**config.mk**
```make
export PLATFORM = sky130hd
export DESIGN_NAME = seg7_scan_capture
export DESIGN_NICKNAME = d
export VERILOG_FILES = /design/src/rtl/seg7_scan_capture_pkg.sv /design/src/rtl/seg7_scan_capture_decode.sv /design/src/rtl/seg7_scan_capture.sv
export SDC_FILE = /design/constraint.sdc
export NUM_CORES = 1
export LEC_CHECK = 0
export BUFFER_PORTS_ARGS = -buffer_cell sky130_fd_sc_hd__buf_2
export CORE_ASPECT_RATIO = 1.75
export CORE_MARGIN = 2
export CORE_UTILIZATION = 55
export CTS_CLUSTER_SIZE = 10
export DETAILED_ROUTE_END_ITERATION = 10
export PLACE_DENSITY = 0.76
export SETUP_SLACK_MARGIN = 0.15
export SYNTH_ARGS = -nofsm -noshare
export SYNTH_HDL_FRONTEND = slang
export SYNTH_SLANG_ARGS = --single-unit
```
**constraint.sdc**
```tcl
create_clock -name clk_in -period 7.7 [get_ports clk_in]
set_input_delay 1.54 -clock clk_in [delete_from_list [all_inputs] [get_ports clk_in]]
set_output_delay 1.54 -clock clk_in [all_outputs]
set_load 0.1 [all_outputs]
```
**src/rtl/seg7_scan_capture_pkg.sv**
```systemverilog
// Shared constants and types for the seven-segment scan capture block.
// Segment patterns are active-high, bit0 = segment a.
package seg7_scan_capture_pkg;

  localparam int SEG_A  = 0;
  localparam int SEG_B  = 1;
  localparam int SEG_C  = 2;
  localparam int SEG_D  = 3;
  localparam int SEG_E  = 4;
  localparam int SEG_F  = 5;
  localparam int SEG_G  = 6;
  localparam int SEG_DP = 7;

  localparam logic [6:0] SEG_HEX_0 = 7'h3F;
  localparam logic [6:0] SEG_HEX_1 = 7'h06;
  localparam logic [6:0] SEG_HEX_2 = 7'h5B;
  localparam logic [6:0] SEG_HEX_3 = 7'h4F;
  localparam logic [6:0] SEG_HEX_4 = 7'h66;
  localparam logic [6:0] SEG_HEX_5 = 7'h6D;
  localparam logic [6:0] SEG_HEX_6 = 7'h7D;
  localparam logic [6:0] SEG_HEX_7 = 7'h07;
  localparam logic [6:0] SEG_HEX_8 = 7'h7F;
  localparam logic [6:0] SEG_HEX_9 = 7'h6F;
  localparam logic [6:0] SEG_HEX_A = 7'h77;
  localparam logic [6:0] SEG_HEX_B = 7'h7C;
  localparam logic [6:0] SEG_HEX_C = 7'h39;
  localparam logic [6:0] SEG_HEX_D = 7'h5E;
  localparam logic [6:0] SEG_HEX_E = 7'h79;
  localparam logic [6:0] SEG_HEX_F = 7'h71;
  localparam logic [6:0] SEG_BLANK = 7'h00;

  typedef enum logic {ST_WAIT, ST_HELD} dwell_state_t;

  typedef struct packed {
    logic [7:0] sel;
    logic [7:0] seg;
  } scan_sample_t;

  // Bit position of a one-hot select; caller guarantees exactly one bit set.
  function automatic logic [2:0] onehot_idx(input logic [7:0] v);
    onehot_idx = '0;
    for (int i = 0; i < 8; i++)
      if (v[i]) onehot_idx = 3'(i);
  endfunction

endpackage

```
**src/rtl/seg7_scan_capture_decode.sv**
```systemverilog
// Combinational seven-segment pattern to hex nibble decoder.
// Blank decodes to 0 as a legal digit; unknown patterns drop valid.
module seg7_decode
  import seg7_scan_capture_pkg::*;
(
  input  logic [SEG_G:SEG_A] pat,
  output logic [3:0]         nib,
  output logic               valid
);

  always_comb begin
    nib   = 4'h0;
    valid = 1'b1;
    case (pat)
      SEG_HEX_0: nib = 4'h0;
      SEG_HEX_1: nib = 4'h1;
      SEG_HEX_2: nib = 4'h2;
      SEG_HEX_3: nib = 4'h3;
      SEG_HEX_4: nib = 4'h4;
      SEG_HEX_5: nib = 4'h5;
      SEG_HEX_6: nib = 4'h6;
      SEG_HEX_7: nib = 4'h7;
      SEG_HEX_8: nib = 4'h8;
      SEG_HEX_9: nib = 4'h9;
      SEG_HEX_A: nib = 4'hA;
      SEG_HEX_B: nib = 4'hB;
      SEG_HEX_C: nib = 4'hC;
      SEG_HEX_D: nib = 4'hD;
      SEG_HEX_E: nib = 4'hE;
      SEG_HEX_F: nib = 4'hF;
      SEG_BLANK: nib = 4'h0;
      default:   valid = 1'b0;
    endcase
  end

endmodule

```
**src/rtl/seg7_scan_capture.sv**
```systemverilog
// Captures a scanned 8-digit seven-segment display and rebuilds the 32-bit
// word being shown, one latch per stable digit dwell.
module seg7_scan_capture
  import seg7_scan_capture_pkg::*;
#(
  parameter int STABLE_CYCLES = 4
) (
  input  logic        clk_in,
  input  logic        reset,
  input  logic [7:0]  i_seg,
  input  logic [7:0]  i_sel,
  input  logic        i_err_clr,
  output logic [31:0] o_value,
  output logic [7:0]  o_dp,
  output logic        o_valid,
  output logic        o_err,
  output logic [15:0] o_frame_cnt
);

  // Counter value on the cycle whose stable sample completes the dwell.
  localparam logic [7:0] LATCH_AT = 8'(STABLE_CYCLES - 2);

  scan_sample_t cur_q, prev_q;
  dwell_state_t state_q, state_d;
  logic [7:0]   cnt_q, cnt_d;
  logic         latch;

  logic [7:0][3:0] shadow_q, nib_merged;
  logic [7:0]      shadow_dp_q, dp_merged;
  logic [7:0]      seen_q;

  logic       stable, sel_onehot, sel_multi;
  logic [2:0] idx;
  logic [3:0] dec_nib;
  logic       dec_ok;
  logic       wr, frame_done, err_set;

  always_ff @(posedge clk_in or posedge reset) begin
    if (reset) begin
      cur_q  <= '0;
      prev_q <= '0;
    end else begin
      cur_q  <= '{sel: ~i_sel, seg: ~i_seg};
      prev_q <= cur_q;
    end
  end

  assign stable     = (cur_q == prev_q);
  assign sel_onehot = (cur_q.sel != 8'h00) && ((cur_q.sel & (cur_q.sel - 8'h01)) == 8'h00);
  assign sel_multi  = (cur_q.sel != 8'h00) && !sel_onehot;
  assign idx        = onehot_idx(cur_q.sel);

  seg7_decode u_decode (
    .pat   (cur_q.seg[SEG_G:0]),
    .nib   (dec_nib),
    .valid (dec_ok)
  );

  always_ff @(posedge clk_in or posedge reset) begin
    if (reset) begin
      state_q <= ST_WAIT;
      cnt_q   <= '0;
    end else begin
      state_q <= state_d;
      cnt_q   <= cnt_d;
    end
  end

  // Idle or multi-hot select never accumulates dwell; HELD saturates.
  always_comb begin
    state_d = state_q;
    cnt_d   = cnt_q;
    latch   = 1'b0;
    case (state_q)
      ST_WAIT: begin
        if (!stable || !sel_onehot) begin
          cnt_d = 8'h00;
        end else if (cnt_q == LATCH_AT) begin
          latch   = 1'b1;
          state_d = ST_HELD;
          cnt_d   = cnt_q + 8'h01;
        end else begin
          cnt_d = cnt_q + 8'h01;
        end
      end
      ST_HELD: begin
        if (!stable) begin
          state_d = ST_WAIT;
          cnt_d   = 8'h00;
        end else if (cnt_q != 8'hFF) begin
          cnt_d = cnt_q + 8'h01;
        end
      end
      default: begin
        state_d = ST_WAIT;
        cnt_d   = 8'h00;
      end
    endcase
  end

  always_comb begin
    nib_merged      = shadow_q;
    nib_merged[idx] = dec_nib;
    dp_merged       = shadow_dp_q;
    dp_merged[idx]  = cur_q.seg[SEG_DP];
  end

  assign wr         = latch && dec_ok;
  assign frame_done = wr && ((seen_q | cur_q.sel) == 8'hFF);
  assign err_set    = sel_multi || (latch && !dec_ok);

  always_ff @(posedge clk_in or posedge reset) begin
    if (reset) begin
      shadow_q    <= '0;
      shadow_dp_q <= '0;
      seen_q      <= '0;
      o_value     <= '0;
      o_dp        <= '0;
      o_valid     <= 1'b0;
      o_frame_cnt <= '0;
      o_err       <= 1'b0;
    end else begin
      o_valid <= 1'b0;
      o_err   <= (o_err && !i_err_clr) || err_set;
      if (wr) begin
        shadow_q    <= nib_merged;
        shadow_dp_q <= dp_merged;
        if (frame_done) begin
          o_value     <= nib_merged;
          o_dp        <= dp_merged;
          o_valid     <= 1'b1;
          seen_q      <= '0;
          o_frame_cnt <= o_frame_cnt + 16'h0001;
        end else begin
          seen_q <= seen_q | cur_q.sel;
        end
      end
    end
  end

endmodule

```
==> impl_metrics.py <==
metrics = {
    "outcome": {
        "status": "completed",
    },
    "worst_setup_path": {
        "crit_start": "cur_q[4]",
        "rr_startpoint": "cur_q[4]",
        "crit_buf_inv": 0,
        "cp-start-kind": "flop",
        "crit_arrival_ps": 4020,
        "worstPathRequired_ps": 8030,
        "worstPathMaxFanout": 19,
        "ff2ff_setup_slack_ps": 4000,
        "worstPathCellList": "nand2_1 > nor4_1 > or3_1 > nand4b_1 > nand3_1 > nor4_1 > xor2_1",
        "crit_path_top_delay_cell": "dfrtp_1",
        "crit_family": "simple AND/OR/NAND/NOR gates",
        "critical_path_class": "flop to flop",
        "crit_cells": 7,
        "critPathMostFrequentCell": "nor4_1",
        "crit_end": "o_frame_cnt[15]",
        "end_kind": "flop",
        "rr_worst_depth": 7,
        "r2r-end": "o_frame_cnt[15]",
        "max_stage_delay_ps": 650,
    },
    "logic_synthesis": {
        "synth_compound_gate_area_share": 0.06570,
        "yosys_warnings": 0,
        "synth-simple-area-share": 0.1337,
        "yosys-top-cells-area": "dfrtp_1 57%, mux2_2 6.6%, mux2i_1 6.2%",
        "syn-cell-area_mm2": 0.006475,
        "yosysTopAreaCell": "dfrtp_1",
        "syn_area_per_cell_um2": 11.32,
        "synthCells": 572,
        "synthAdderAreaFrac": 0.005797,
        "yosys.area_share.xor_xnor": 0.05275,
        "synth-seq-cells": 147,
        "ys_types": 46,
        "synth_nets": 594,
        "synth_top_cell_area_share": 0.5681,
        "muxShareOfSynthArea": 0.1349,
        "yosysSeqAreaShare": 0.5681,
        "synth_top_family_by_area": "multiplexers",
    },
    "sta": {
        "maxSlewHeadroom": 0.2961,
        "finalHoldViolCount": 0,
        "worst_pin_slew_ps": 1056,
        "finalSetupViolations": 0,
        "clock-skew-final_ps": 7.951,
        "rsz0062_at_grt": "false",
        "fmaxAchievable_ghz": 0.2706,
        "slew_violations": 0,
        "setup_ws_ps": 4004,
        "period_needed_ps": 3696,
        "timing.final.crit_share": 0.4800,
        "fin_setup_tns_ps": 0,
        "whs_ps": 477.9,
    },
    "drt": {
        "drt-pass1-iter-count": 5,
        "drtIter0Drc": 396,
        "vias": 4542,
        "drc": 0,
        "via_per_inst": 5.831,
        "ant_nets": 0,
        "wl_per_cell_um": 17.98,
        "drt-total-wl_um": 14010,
    },
    "finish": {
        "layout-drive-gt1-share": 0.2438,
        "finalInstanceArea_mm2": 0.007521,
        "fin_util": 0.6531,
        "fin_cells": 779,
        "fillers": 861,
        "diodes": 0,
        "final_nets": 655,
        "syn_to_final_growth_pct": 16.15,
    },
    "clock_network": {
        "clock_path_buffers": 2,
        "clk_pin_slew_ps": 60,
        "hold_buffers": 0,
        "htree_levels": 4,
        "cts_buffers": 17,
        "cts_resized": 0,
        "clock-sinks": 147,
        "cts_setup_buffers": 0,
        "clk-insertion-delay-late_ps": 410,
        "cts_root_buffer": "clkbuf_16",
        "cts_tree": "done",
    },
    "place": {
        "dpl.cell_count": 749,
        "place_congestion": 0.8301,
        "dpl.hpwl_um": 9355,
        "placed_area_mm2": 0.006890,
        "dp_slack_ps": 4061,
        "portBuffers": 76,
    },
    "floorplan": {
        "die_h_um": 147.5,
        "dieArea_mm2": 0.01269,
        "core_mm2": 0.01152,
        "fp-row-count": 52,
        "die_w_um": 86.02,
        "start_util": 0.5623,
        "io_pins": 77,
    },
    "global_route": {
        "grt_pass1_vias": 4695,
        "grt_max_degree": 88,
        "grtUsageTotal": 0.2351,
        "antenna_found_initial": 0,
        "grt_pass1_wl_um": 23260,
        "overflow": 0,
    },
    "power_and_ir_drop": {
        "p_total_mw": 1.740,
        "power_density_mw_per_mm2": 231.4,
        "peakVddDrop_uv": 167.6,
        "power.leakage_nw": 3.778,
    },
    "worst_hold_path": {
        "hold_class": "flop to flop",
    },
    "job": {
        "drv_cap": 0,
    },
}
[power breakdown]
part | internal [mW] | switching, mW
Clock | 0.581 | 0.306
Combinational | 0.0201 | 0.0336
Sequential | 0.781 | 0.0191
Total | 1.38 | 0.358
[per-layer routing]
metal  share of wire  global-route usage  vias to the layer above  wire [um]
met5               0                   0                        -          0
met4           0.024             0.09048                        0        341
met3           0.030             0.04913                       25        426
met2            0.55              0.4097                       99       7698
met1            0.40              0.2820                     2310       5543
li1                -                   -                     2108          -
[worst min-delay path by stage]
| stage | startpoint | to | slack [ps] | depth (start not counted) |
|---|---|---|---|---|
| 2_1_floorplan | cur_q[12] | prev_q[12] | 350 | 0 |
| 3_3_place_gp | o_frame_cnt[15] | o_frame_cnt[15] | 460 | 1 |
| 3_5_place_dp | o_dp[3] | o_dp[3] | 470 | 2 |
| 4_1_cts | o_dp[3] | o_dp[3] | 480 | 2 |
| 5_1_grt | o_frame_cnt[15] | o_frame_cnt[15] | 500 | 1 |
| 6_report | o_frame_cnt[15] | o_frame_cnt[15] | 480 | 1 |
[state kept, by name, summed over array words and instances, names as in the netlist, 8 cells and up]
register and flops:
shadow_dp_q 8, seen_q 8, cnt_q 8, prev_q 16, shadow_q 32, o_frame_cnt 16
cur_q 16, o_dp 8, o_value 32
[synthesized netlist by cell type, drive strengths merged]
cell type	instances
nand4	12
or3b	1
a22oi	3
a31o	1
buf	13
nor4b	5
nand4bb	1
a211oi	2
nor3b	2
o31ai	1
nand3	18
a21oi	12
or4	1
and2	2
inv	23
o211ai	2
a41oi	1
o21ai	50
xor2	17
nand4b	1
and4bb	1
nand2	63
xnor2	22
or2	1
nor4	14
mux2	42
nor2b	2
or4b	1
nor2	20
nand3b	4
mux2i	40
and3	6
nor3	7
clkbuf	24
dfrtp	147
or3	1
ha	3
o22ai	6
[cell families after synthesis]
family | Yosys count
xor gates and xnor gates | 39
and+or+nand+nor | 163
AOI/OAI and AO/OA | 78
DFF | 147
adders and majority gates | 3
buffers and inverters | 60
muxes | 82
[cell type report]
cell class / instances / area [um^2] / area share
Sequential cell: 147 / 3679 / 0.4891
Multi-Input combinational cell: 365 / 2549 / 0.3389
Clock buffer: 21 / 450.4 / 0.05989
Timing Repair Buffer: 79 / 402.9 / 0.05357
Clock inverter: 9 / 180.2 / 0.02396
Tap cell: 135 / 168.9 / 0.02246
Inverter: 23 / 91.34 / 0.01214
[placed cells by master (no fill, tap or decap), types with 3 or more instances in the layout]
master and count:
mux2_1 4, inv_1 22, bufinv_16 5, nand3_1 17, nor2_1 20, clkbuf_1 3, nand4_1 12, o22ai_1 6
a21oi_1 12, dfrtp_1 147, a22oi_1 3, clkbuf_16 17, buf_2 76, nor4_1 13, xnor2_1 22, nand2_1 61
and3_1 6, o21ai_0 49, nor3_1 6, nand3b_1 4, nor4b_2 3, ha_1 3, xor2_1 17, buf_4 3
mux2_2 38, mux2i_1 40
(Power assumes the default switching activity.)
